### config.mk
export PLATFORM = sky130hd
export DESIGN_NAME = pf_ddr3_iod_eye_trainer
export DESIGN_NICKNAME = d
export VERILOG_FILES = /design/src/rtl/pf_ddr3_iod_eye_trainer.sv
export SDC_FILE = /design/constraint.sdc
export NUM_CORES = 1
export LEC_CHECK = 0
export ABC_CLOCK_PERIOD_IN_PS = 5400
export BUFFER_PORTS_ARGS = -buffer_cell sky130_fd_sc_hd__buf_2
export CAP_MARGIN = 5
export CELL_PAD_IN_SITES_DETAIL_PLACEMENT = 0
export CELL_PAD_IN_SITES_GLOBAL_PLACEMENT = 1
export CORE_MARGIN = 2
export CORE_UTILIZATION = 30
export CTS_CLUSTER_SIZE = 14
export DETAILED_ROUTE_END_ITERATION = 10
export PLACE_DENSITY_LB_ADDON = 0.1
export SKIP_LAST_GASP = 1
export SLEW_MARGIN = 20
export SYNTH_ARGS = -nofsm -noshare
export SYNTH_HDL_FRONTEND = slang
export SYNTH_SLANG_ARGS = --single-unit
### constraint.sdc
create_clock -name FAB_CLK -period 5.4 [get_ports FAB_CLK]
set_clock_uncertainty 0.05 [all_clocks]
set_input_delay 0.54 -clock FAB_CLK [delete_from_list [all_inputs] [get_ports FAB_CLK]]
set_output_delay 0.54 -clock FAB_CLK [all_outputs]
set_load 0.05 [all_outputs]
### src/rtl/pf_ddr3_iod_eye_trainer.sv
// Eye trainer for one PolarFire DDR3 IOD lane: steps the input delay until the eye monitor is centred.
// Latency: LOAD pulse the cycle after START; each window costs 2 + SETTLE_CYCLES + SAMPLE_CYCLES cycles (+1 on a move).
// Backpressure: none; START is level-sampled only in IDLE/DONE/ERR and ignored while training.
module pf_ddr3_iod_eye_trainer #(
  parameter int LOAD_TAP      = 1,
  parameter int TAP_MAX       = 127,
  parameter int SETTLE_CYCLES = 8,
  parameter int SAMPLE_CYCLES = 16,
  parameter int LOCK_WINDOWS  = 4,
  parameter int MAX_WINDOWS   = 255
) (
  input  logic       FAB_CLK,
  input  logic       RESET_N,
  input  logic       TRAIN_START,
  output logic       TRAIN_BUSY,
  output logic       TRAIN_DONE,
  output logic       TRAIN_ERR,
  output logic [7:0] TAP_VAL,
  output logic       DELAY_LINE_LOAD_0,
  output logic       DELAY_LINE_MOVE_0,
  output logic       DELAY_LINE_DIRECTION_0,
  output logic       EYE_MONITOR_CLEAR_FLAGS_0,
  input  logic       EYE_MONITOR_EARLY_0,
  input  logic       EYE_MONITOR_LATE_0,
  input  logic       DELAY_LINE_OUT_OF_RANGE_0
);

  // One counter serves both the settle and the sample phase, so size it for the longer one.
  localparam int CNT_MAX = (SETTLE_CYCLES > SAMPLE_CYCLES) ? SETTLE_CYCLES : SAMPLE_CYCLES;
  localparam int CW      = $clog2(CNT_MAX + 1);
  localparam int WW      = $clog2(MAX_WINDOWS + 1);
  localparam int LW      = $clog2(LOCK_WINDOWS + 1);

  localparam logic [CW-1:0] SETTLE_LAST = CW'(SETTLE_CYCLES - 1);
  localparam logic [CW-1:0] SAMPLE_LAST = CW'(SAMPLE_CYCLES - 1);
  localparam logic [WW-1:0] WIN_LIMIT   = WW'(MAX_WINDOWS);
  localparam logic [LW-1:0] LOCK_TARGET = LW'(LOCK_WINDOWS);
  localparam logic [7:0]    TAP_LOAD    = 8'(LOAD_TAP);
  localparam logic [7:0]    TAP_TOP     = 8'(TAP_MAX);

  typedef enum logic [3:0] {
    ST_IDLE,
    ST_LOAD,
    ST_CLEAR,
    ST_SETTLE,
    ST_SAMPLE,
    ST_DECIDE,
    ST_MOVE,
    ST_DONE,
    ST_ERR
  } state_t;

  state_t        state;
  logic [CW-1:0] phase_cnt;
  logic [WW-1:0] win_cnt;
  logic [LW-1:0] lock_cnt;
  logic          early_acc;
  logic          late_acc;
  logic          oor_acc;

  logic          early_fin;
  logic          late_fin;
  logic [LW-1:0] lock_next;
  logic          clean;
  logic          locking;

  // Accumulator values including the current sample, and the lock decision for DECIDE.
  always_comb begin
    early_fin = early_acc | EYE_MONITOR_EARLY_0;
    late_fin  = late_acc | EYE_MONITOR_LATE_0;
    lock_next = lock_cnt + 1'b1;
    clean     = !early_acc && !late_acc;
    locking   = clean && (lock_next == LOCK_TARGET);
  end

  // Training FSM; every output is a register so pulses are glitch-free toward the IOD.
  always_ff @(posedge FAB_CLK) begin
    if (!RESET_N) begin
      state                     <= ST_IDLE;
      phase_cnt                 <= '0;
      win_cnt                   <= '0;
      lock_cnt                  <= '0;
      early_acc                 <= 1'b0;
      late_acc                  <= 1'b0;
      oor_acc                   <= 1'b0;
      TRAIN_BUSY                <= 1'b0;
      TRAIN_DONE                <= 1'b0;
      TRAIN_ERR                 <= 1'b0;
      TAP_VAL                   <= TAP_LOAD;
      DELAY_LINE_LOAD_0         <= 1'b0;
      DELAY_LINE_MOVE_0         <= 1'b0;
      DELAY_LINE_DIRECTION_0    <= 1'b1;
      EYE_MONITOR_CLEAR_FLAGS_0 <= 1'b0;
    end else begin
      // Pulses default low so each one lasts exactly the single state cycle that sets it.
      DELAY_LINE_LOAD_0         <= 1'b0;
      DELAY_LINE_MOVE_0         <= 1'b0;
      EYE_MONITOR_CLEAR_FLAGS_0 <= 1'b0;
      case (state)
        ST_IDLE, ST_DONE, ST_ERR: begin
          if (TRAIN_START) begin
            state             <= ST_LOAD;
            DELAY_LINE_LOAD_0 <= 1'b1;
            TRAIN_BUSY        <= 1'b1;
            TRAIN_DONE        <= 1'b0;
            TRAIN_ERR         <= 1'b0;
            win_cnt           <= '0;
            lock_cnt          <= '0;
            TAP_VAL           <= TAP_LOAD;
          end
        end
        ST_LOAD: begin
          state                     <= ST_CLEAR;
          EYE_MONITOR_CLEAR_FLAGS_0 <= 1'b1;
        end
        ST_CLEAR: begin
          early_acc <= 1'b0;
          late_acc  <= 1'b0;
          oor_acc   <= 1'b0;
          phase_cnt <= '0;
          state     <= ST_SETTLE;
        end
        ST_SETTLE: begin
          if (phase_cnt == SETTLE_LAST) begin
            phase_cnt <= '0;
            state     <= ST_SAMPLE;
          end else begin
            phase_cnt <= phase_cnt + 1'b1;
          end
        end
        ST_SAMPLE: begin
          early_acc <= early_fin;
          late_acc  <= late_fin;
          oor_acc   <= oor_acc | DELAY_LINE_OUT_OF_RANGE_0;
          if (phase_cnt == SAMPLE_LAST) begin
            state <= ST_DECIDE;
            if (win_cnt != WIN_LIMIT) begin
              win_cnt <= win_cnt + 1'b1;
            end
            // Direction is committed as DECIDE begins so it is already stable the cycle before MOVE.
            if (early_fin ^ late_fin) begin
              DELAY_LINE_DIRECTION_0 <= early_fin;
            end
          end else begin
            phase_cnt <= phase_cnt + 1'b1;
          end
        end
        ST_DECIDE: begin
          if (oor_acc || (win_cnt == WIN_LIMIT && !locking)) begin
            state      <= ST_ERR;
            TRAIN_ERR  <= 1'b1;
            TRAIN_BUSY <= 1'b0;
          end else if (clean) begin
            lock_cnt <= lock_next;
            if (locking) begin
              state      <= ST_DONE;
              TRAIN_DONE <= 1'b1;
              TRAIN_BUSY <= 1'b0;
            end else begin
              state                     <= ST_CLEAR;
              EYE_MONITOR_CLEAR_FLAGS_0 <= 1'b1;
            end
          end else if (early_acc && late_acc) begin
            // Jitter straddles the sample point: restart the lock count but leave the tap alone.
            lock_cnt                  <= '0;
            state                     <= ST_CLEAR;
            EYE_MONITOR_CLEAR_FLAGS_0 <= 1'b1;
          end else begin
            lock_cnt <= '0;
            if ((early_acc && TAP_VAL == TAP_TOP) || (late_acc && TAP_VAL == 8'd0)) begin
              state      <= ST_ERR;
              TRAIN_ERR  <= 1'b1;
              TRAIN_BUSY <= 1'b0;
            end else begin
              state             <= ST_MOVE;
              DELAY_LINE_MOVE_0 <= 1'b1;
            end
          end
        end
        ST_MOVE: begin
          TAP_VAL                   <= DELAY_LINE_DIRECTION_0 ? TAP_VAL + 8'd1 : TAP_VAL - 8'd1;
          state                     <= ST_CLEAR;
          EYE_MONITOR_CLEAR_FLAGS_0 <= 1'b1;
        end
        default: begin
          state      <= ST_IDLE;
          TRAIN_BUSY <= 1'b0;
        end
      endcase
    end
  end

endmodule
==> results of run 1 <==
## area by class of cell
class                           count  area (sq um)  area share, %
Sequential cell                    38         760.7          29.64
Tap cell                           99         123.9          4.827
Inverter                           14         52.55          2.048
Multi-Input combinational cell    218          1413          55.05
Clock inverter                      3         40.04          1.560
Timing Repair Buffer               21         107.6          4.193
Clock buffer                        5         68.82          2.682
## metal layers
metal  GRT usage (%)  part of all wire [%]  vias up
met3           3.237                   2.2        4
met4           4.924                  0.78        0
met1           20.21                    50      994
li1                -                     -     1085
met5               0                     0        -
met2           23.64                    47       23
## report_power, final
group,total [mW],internal (mW),switching (mW)
clock,0.246,0.136,0.110
combinational,0.236,0.0873,0.148
sequential,0.352,0.304,0.0480
total,0.834,0.528,0.306
## stage by stage
| stage | hold slack [ps] | cells |
|---|---|---|
| finish | 400.8 | 398 |
| global route | 426.1 | 398 |
| CTS | 407.1 | 398 |
| detailed placement | 392.7 | 390 |
| global placement | 383.7 | 390 |
| floorplan | 393.6 | 284 |
## worst min-delay path: stages, from the launching register on
cell and delay (ps):
dfxtp_1 310, inv_1 50, a21oi_1 50
## cells by family (layout without fill, tap and decap cells)
logic type,after synthesis,after routing,synth area share [%]
flops,38,38,33.30
fa+ha+maj,12,12,6.900
simple gates,117,117,28.04
mux,3,3,1.314
xor+xnor,6,6,2.300
compound gates,80,80,23.28
buf+inv,28,43,4.874
## worst paths after layout
| check | from | to | depth (start not counted) |
|---|---|---|---|
| worst max register to register | state[1] | TAP_VAL[7] | 5 |
| worst min-delay path | TRAIN_ERR | TRAIN_ERR | 2 |
| worst max-delay path | state[1] | TAP_VAL[7] | 5 |
| worst min register to register | TRAIN_ERR | TRAIN_ERR | 2 |
## sequential cells by signal (all words and copies together) (netlist names)
name / count
TAP_VAL: 8
win_cnt: 8
phase_cnt: 5
state: 4
lock_cnt: 3
DELAY_LINE_DIRECTION_0: 1
DELAY_LINE_LOAD_0: 1
DELAY_LINE_MOVE_0: 1
EYE_MONITOR_CLEAR_FLAGS_0: 1
TRAIN_BUSY: 1
TRAIN_DONE: 1
TRAIN_ERR: 1
early_acc: 1
late_acc: 1
oor_acc: 1
## cells in the final DEF, fill, tap and decap left out, types with 7 or more instances in the layout
cell	netlist	layout
o21ai_0	12	12
inv_1	12	12
nand3_1	16	16
dfxtp_1	38	38
nor3_1	7	7
nand2_1	20	20
a21oi_1	23	23
ha_1	11	11
buf_2	5	20
nor2_1	27	27
==> results.sh, run 1 <==
export IMPL_ys_top_cells_by_area="dfxtp_1, ha_1, a21oi_1"
export IMPL_ir_worst_vdd_v=0.0001261
export IMPL_async_flop_share_pct=0
export IMPL_design_core_area_sq_um=7331
export IMPL_fin_nets=316
export IMPL_crit_path_start_kind="flip-flop"
export IMPL_die_h_um=91.27
export IMPL_worst_ep_required_time_ps=5590
export IMPL_arrival_ps=2710
export IMPL_period_minus_slack_ps=2528
export IMPL_status="complete, no violations"
export IMPL_timing_worst_setup_path_type="reg2reg"
export IMPL_synthDistinctLibCells=57
export IMPL_synth_most_common_cell="dfxtp_1"
export IMPL_total_power_mw=0.8339
export IMPL_rows=31
export IMPL_cts_max_level=2
export IMPL_worst_slew_pin_slew_ps=824.0
export IMPL_cts_buffers=5
export IMPL_place_congestion=0.7547
export IMPL_slowest_stage="dfxtp_1"
export IMPL_firstDrtPassIters=4
export IMPL_ys_seq_area_share_pct=33.30
export IMPL_clkSinkCount=38
export IMPL_rrSetupSlack_ps=2870
export IMPL_synth_top_area_share_pct=33.30
export IMPL_yosysTopAreaCell="dfxtp_1"
export IMPL_finalSetupViolations=0
export IMPL_synth_flop_cell="dfxtp_1"
export IMPL_dp_final_hpwl_um=4360
export IMPL_overflow=0
export IMPL_n_antenna_cell=0
export IMPL_grt_pass1_vias=1903
export IMPL_slew_viol_final=0
export IMPL_ctsResizeCount=0
export IMPL_io_buffers=20
export IMPL_crit_chain="nand4bb_1 -> or4_1 -> or3_1 -> nand3_1 -> mux2i_1"
export IMPL_synth_area_sq_um=2285
export IMPL_place_ws_ps=2893
export IMPL_cts_tree="done"
export IMPL_stdcell_area_sq_um=2566
export IMPL_drc=0
export IMPL_synth_common_cells="dfxtp_1, nor2_1, a21oi_1"
export IMPL_start_util_pct=31.17
export IMPL_crit_fanout=19
export IMPL_die_w_um=91.27
export IMPL_avgViaCountPerCell=5.291
export IMPL_grt_pass1_wl_um=9908
export IMPL_fin_ws_ps=2872
export IMPL_rsz0062_at_grt="false"
export IMPL_cpLargestDelayFamily="simple AND/OR/NAND/NOR gates"
export IMPL_fp_dieArea_sq_um=8329
export IMPL_drtIter0Drc=94
export IMPL_ioPinCount=21
export IMPL_layout_drive_gt1_share_pct=12.04
export IMPL_cts_setup_buffers=0
export IMPL_cp_slowest_stage_delay_ps=700
export IMPL_p_leak_nw=0.9832
export IMPL_clkLatencyLatePin_ps=300
export IMPL_syn_num_nets=302
export IMPL_synth_enable_flop_cells=0
export IMPL_grt_max_degree=21
export IMPL_area_delta_synth_final_pct=12.32
export IMPL_relSlewSlack_pct=44.34
export IMPL_p_per_area_nw_per_um2=324.9
export IMPL_routed_wl_um=6054
export IMPL_worstSetupEndpointType="flip-flop"
export IMPL_via_count=2106
export IMPL_tns_ps=0
export IMPL_final_core_util_pct=35.01
export IMPL_avgRoutedWirePerCell_um=15.21
export IMPL_antenna_found_initial=0
export IMPL_cts_root_buffer="clkbuf_8"
export IMPL_grt_use_total_pct=14.96
export IMPL_hold_buffers=0
export IMPL_path_buf_inv=0
export IMPL_clk_pin_slew_ps=80
export IMPL_fin_crit_sh_pct=46.82
export IMPL_hold_viol_final=0
export IMPL_syn_avg_cell_area_sq_um=8.045
export IMPL_netlist_instances=284
export IMPL_clock_path_buffers=2
export IMPL_fmax_ghz=0.3956
export IMPL_fillers=783
export IMPL_hold_class="reg2reg"
export IMPL_ant_nets=0
export IMPL_yosys_warnings=0
export IMPL_ys_ff_latch=38
export IMPL_cap_violations=0
export IMPL_place_area_sq_um=2457
(Power assumes the default switching activity.)
==> run 2: changes to the inputs <==
--- a/config.mk
+++ b/config.mk
@@ -5,7 +5,7 @@
 export SDC_FILE = /design/constraint.sdc
 export NUM_CORES = 1
 export LEC_CHECK = 0
-export ABC_CLOCK_PERIOD_IN_PS = 5400
+export ABC_CLOCK_PERIOD_IN_PS = 2520
 export BUFFER_PORTS_ARGS = -buffer_cell sky130_fd_sc_hd__buf_2
 export CAP_MARGIN = 5
 export CELL_PAD_IN_SITES_DETAIL_PLACEMENT = 0
==> constraint.sdc (replaced) <==
create_clock -name FAB_CLK -period 2.52 [get_ports FAB_CLK]
set_clock_uncertainty 0.05 [all_clocks]
set_input_delay 0.252 -clock FAB_CLK [delete_from_list [all_inputs] [get_ports FAB_CLK]]
set_output_delay 0.252 -clock FAB_CLK [all_outputs]
set_load 0.05 [all_outputs]
==> run 2 against run 1 <==
Setup slack got worse by 2600 ps. Count of clock-buffer cells in the layout unchanged. Cell area increased by 4.1%. Non-clock buffer count increased by 14. Register-to-register slack got worse by 2600 ps. Die area unchanged. Combinational power increased to 2.5 times the previous value. Wire length decreased by 0.17%. Worst hold slack got worse by 240 ps. First-iteration DRC count decreased by 1.1%. Sequential power increased by 110%. Utilization increased by 1.4 points. Critical path type unchanged. Highest routed layer unchanged.
==> results.sh, run 2 (synthesis gave the netlist of run 1 again) <==
export IMPL_status="complete, no violations"
export IMPL_worstSetupEndpointType="flip-flop"
export IMPL_clk_pin_slew_ps=90
export IMPL_rsz0062_at_grt="false"
export IMPL_tns_ps=0
export IMPL_ir_worst_vdd_v=0.0003277
export IMPL_clock_path_buffers=2
export IMPL_fmax_ghz=0.4457
export IMPL_rows=31
export IMPL_overflow=0
export IMPL_grt_max_degree=21
export IMPL_hold_viol_final=0
export IMPL_period_minus_slack_ps=2244
export IMPL_antenna_found_initial=0
export IMPL_fin_nets=330
export IMPL_cts_tree="done"
export IMPL_min_delay_start="DELAY_LINE_OUT_OF_RANGE_0"
export IMPL_ant_nets=0
export IMPL_cts_max_level=2
export IMPL_ctsResizeCount=0
export IMPL_p_per_area_nw_per_um2=693.6
export IMPL_fin_crit_sh_pct=89.03
export IMPL_holdWs_ps=165.2
export IMPL_total_power_mw=1.853
export IMPL_routed_wl_um=6044
export IMPL_grt_use_total_pct=15.01
export IMPL_fp_dieArea_sq_um=8329
export IMPL_slew_viol_final=0
export IMPL_start_util_pct=31.17
export IMPL_hold_class="in2reg"
export IMPL_r2r_end="state[2]"
export IMPL_stdcell_area_sq_um=2671
export IMPL_area_delta_synth_final_pct=16.92
export IMPL_rr_worst_depth=6
export IMPL_clkLatencyLatePin_ps=290
export IMPL_avgViaCountPerCell=5.214
export IMPL_r2r_start="lock_cnt[0]"
export IMPL_cts_buffers=5
export IMPL_crit_path_frequent_cell="ha_1"
export IMPL_io_buffers=20
export IMPL_avgRoutedWirePerCell_um=14.67
export IMPL_hold_depth=3
export IMPL_via_count=2148
export IMPL_crit_path_start_kind="flip-flop"
export IMPL_cts_setup_buffers=0
export IMPL_layout_commonest_cell="dfxtp_1"
export IMPL_slowest_stage="o311ai_2"
export IMPL_n_antenna_cell=0
export IMPL_ioPinCount=21
export IMPL_arrival_ps=2380
export IMPL_design_core_area_sq_um=7331
export IMPL_drtIter0Drc=93
export IMPL_place_congestion=0.7499
export IMPL_die_w_um=91.27
export IMPL_mostFrequentLayoutCells="dfxtp_1, nor2_1, a21oi_1"
export IMPL_finalSetupViolations=0
export IMPL_final_core_util_pct=36.44
export IMPL_cp_slowest_stage_delay_ps=670
export IMPL_relSlewSlack_pct=48.63
export IMPL_dp_final_hpwl_um=4416
export IMPL_cts_root_buffer="clkbuf_8"
export IMPL_cap_violations=0
export IMPL_timing_worst_setup_path_type="reg2reg"
export IMPL_die_h_um=91.27
export IMPL_firstDrtPassIters=4
export IMPL_crit_chain="ha_1 -> ha_1 -> nor3b_2 -> o311ai_2 -> nor3_1 -> o31a_1"
export IMPL_hold_buffers=0
export IMPL_layout_drive_gt1_share_pct=15.97
export IMPL_reg_largest_list="TAP_VAL x8, win_cnt x8, phase_cnt x5"
export IMPL_crit_fanout=10
export IMPL_clkSinkCount=38
export IMPL_rrSetupSlack_ps=280
export IMPL_worst_slew_pin_slew_ps=769.7
export IMPL_grt_pass1_vias=1971
export IMPL_whs_endpoint="oor_acc"
export IMPL_grt_pass1_wl_um=10030
export IMPL_place_area_sq_um=2562
export IMPL_drc=0
export IMPL_worst_ep_required_time_ps=2650
export IMPL_p_leak_nw=1.051
-- run 2: worst max path at each step --
stage	from	end	slack (ps)
6_report	lock_cnt[0]	state[2]	280
5_1_grt	lock_cnt[0]	state[2]	140
4_1_cts	lock_cnt[0]	state[2]	310
3_5_place_dp	lock_cnt[0]	lock_cnt[2]	310
3_3_place_gp	lock_cnt[0]	lock_cnt[2]	360
2_1_floorplan	DELAY_LINE_DIRECTION_0	TAP_VAL[7]	140
-- run 2: per-layer routing --
layer / share of wire, % / global-route usage, %
met5: 0 / 0
met4: 0.50 / 3.535
met3: 3.4 / 2.739
met2: 47 / 24.07
met1: 49 / 20.87
-- run 2: per-stage QoR --
step / instances / setup WS, ps
floorplan: 284 / 135.8
global placement: 404 / 356.1
detailed placement: 404 / 313.9
CTS: 412 / 311.6
global route: 412 / 138.3
finish: 412 / 276.5
-- run 2: power by group --
group,internal [mW],switching [mW]
sequential,0.652,0.0704
clock,0.292,0.238
combinational,0.237,0.363
total,1.18,0.672
-- run 2: cell type report --
cell class,count,area (sq um)
well taps,99,123.9
clock buffers,5,68.82
inverters,14,52.55
clock inverters,3,40.04
flip-flops and latches,38,760.7
repair buffers,35,212.7
fillers,772,4659
multi-input cells,218,1413
-- run 2: critical path, delay by kind of cell (launching register included) --
kind,cells,cell delay (ps)
and+or+nand+nor,2,350
DFF,1,340
AOI/OAI and AO/OA,2,990
adders and majority gates,2,410
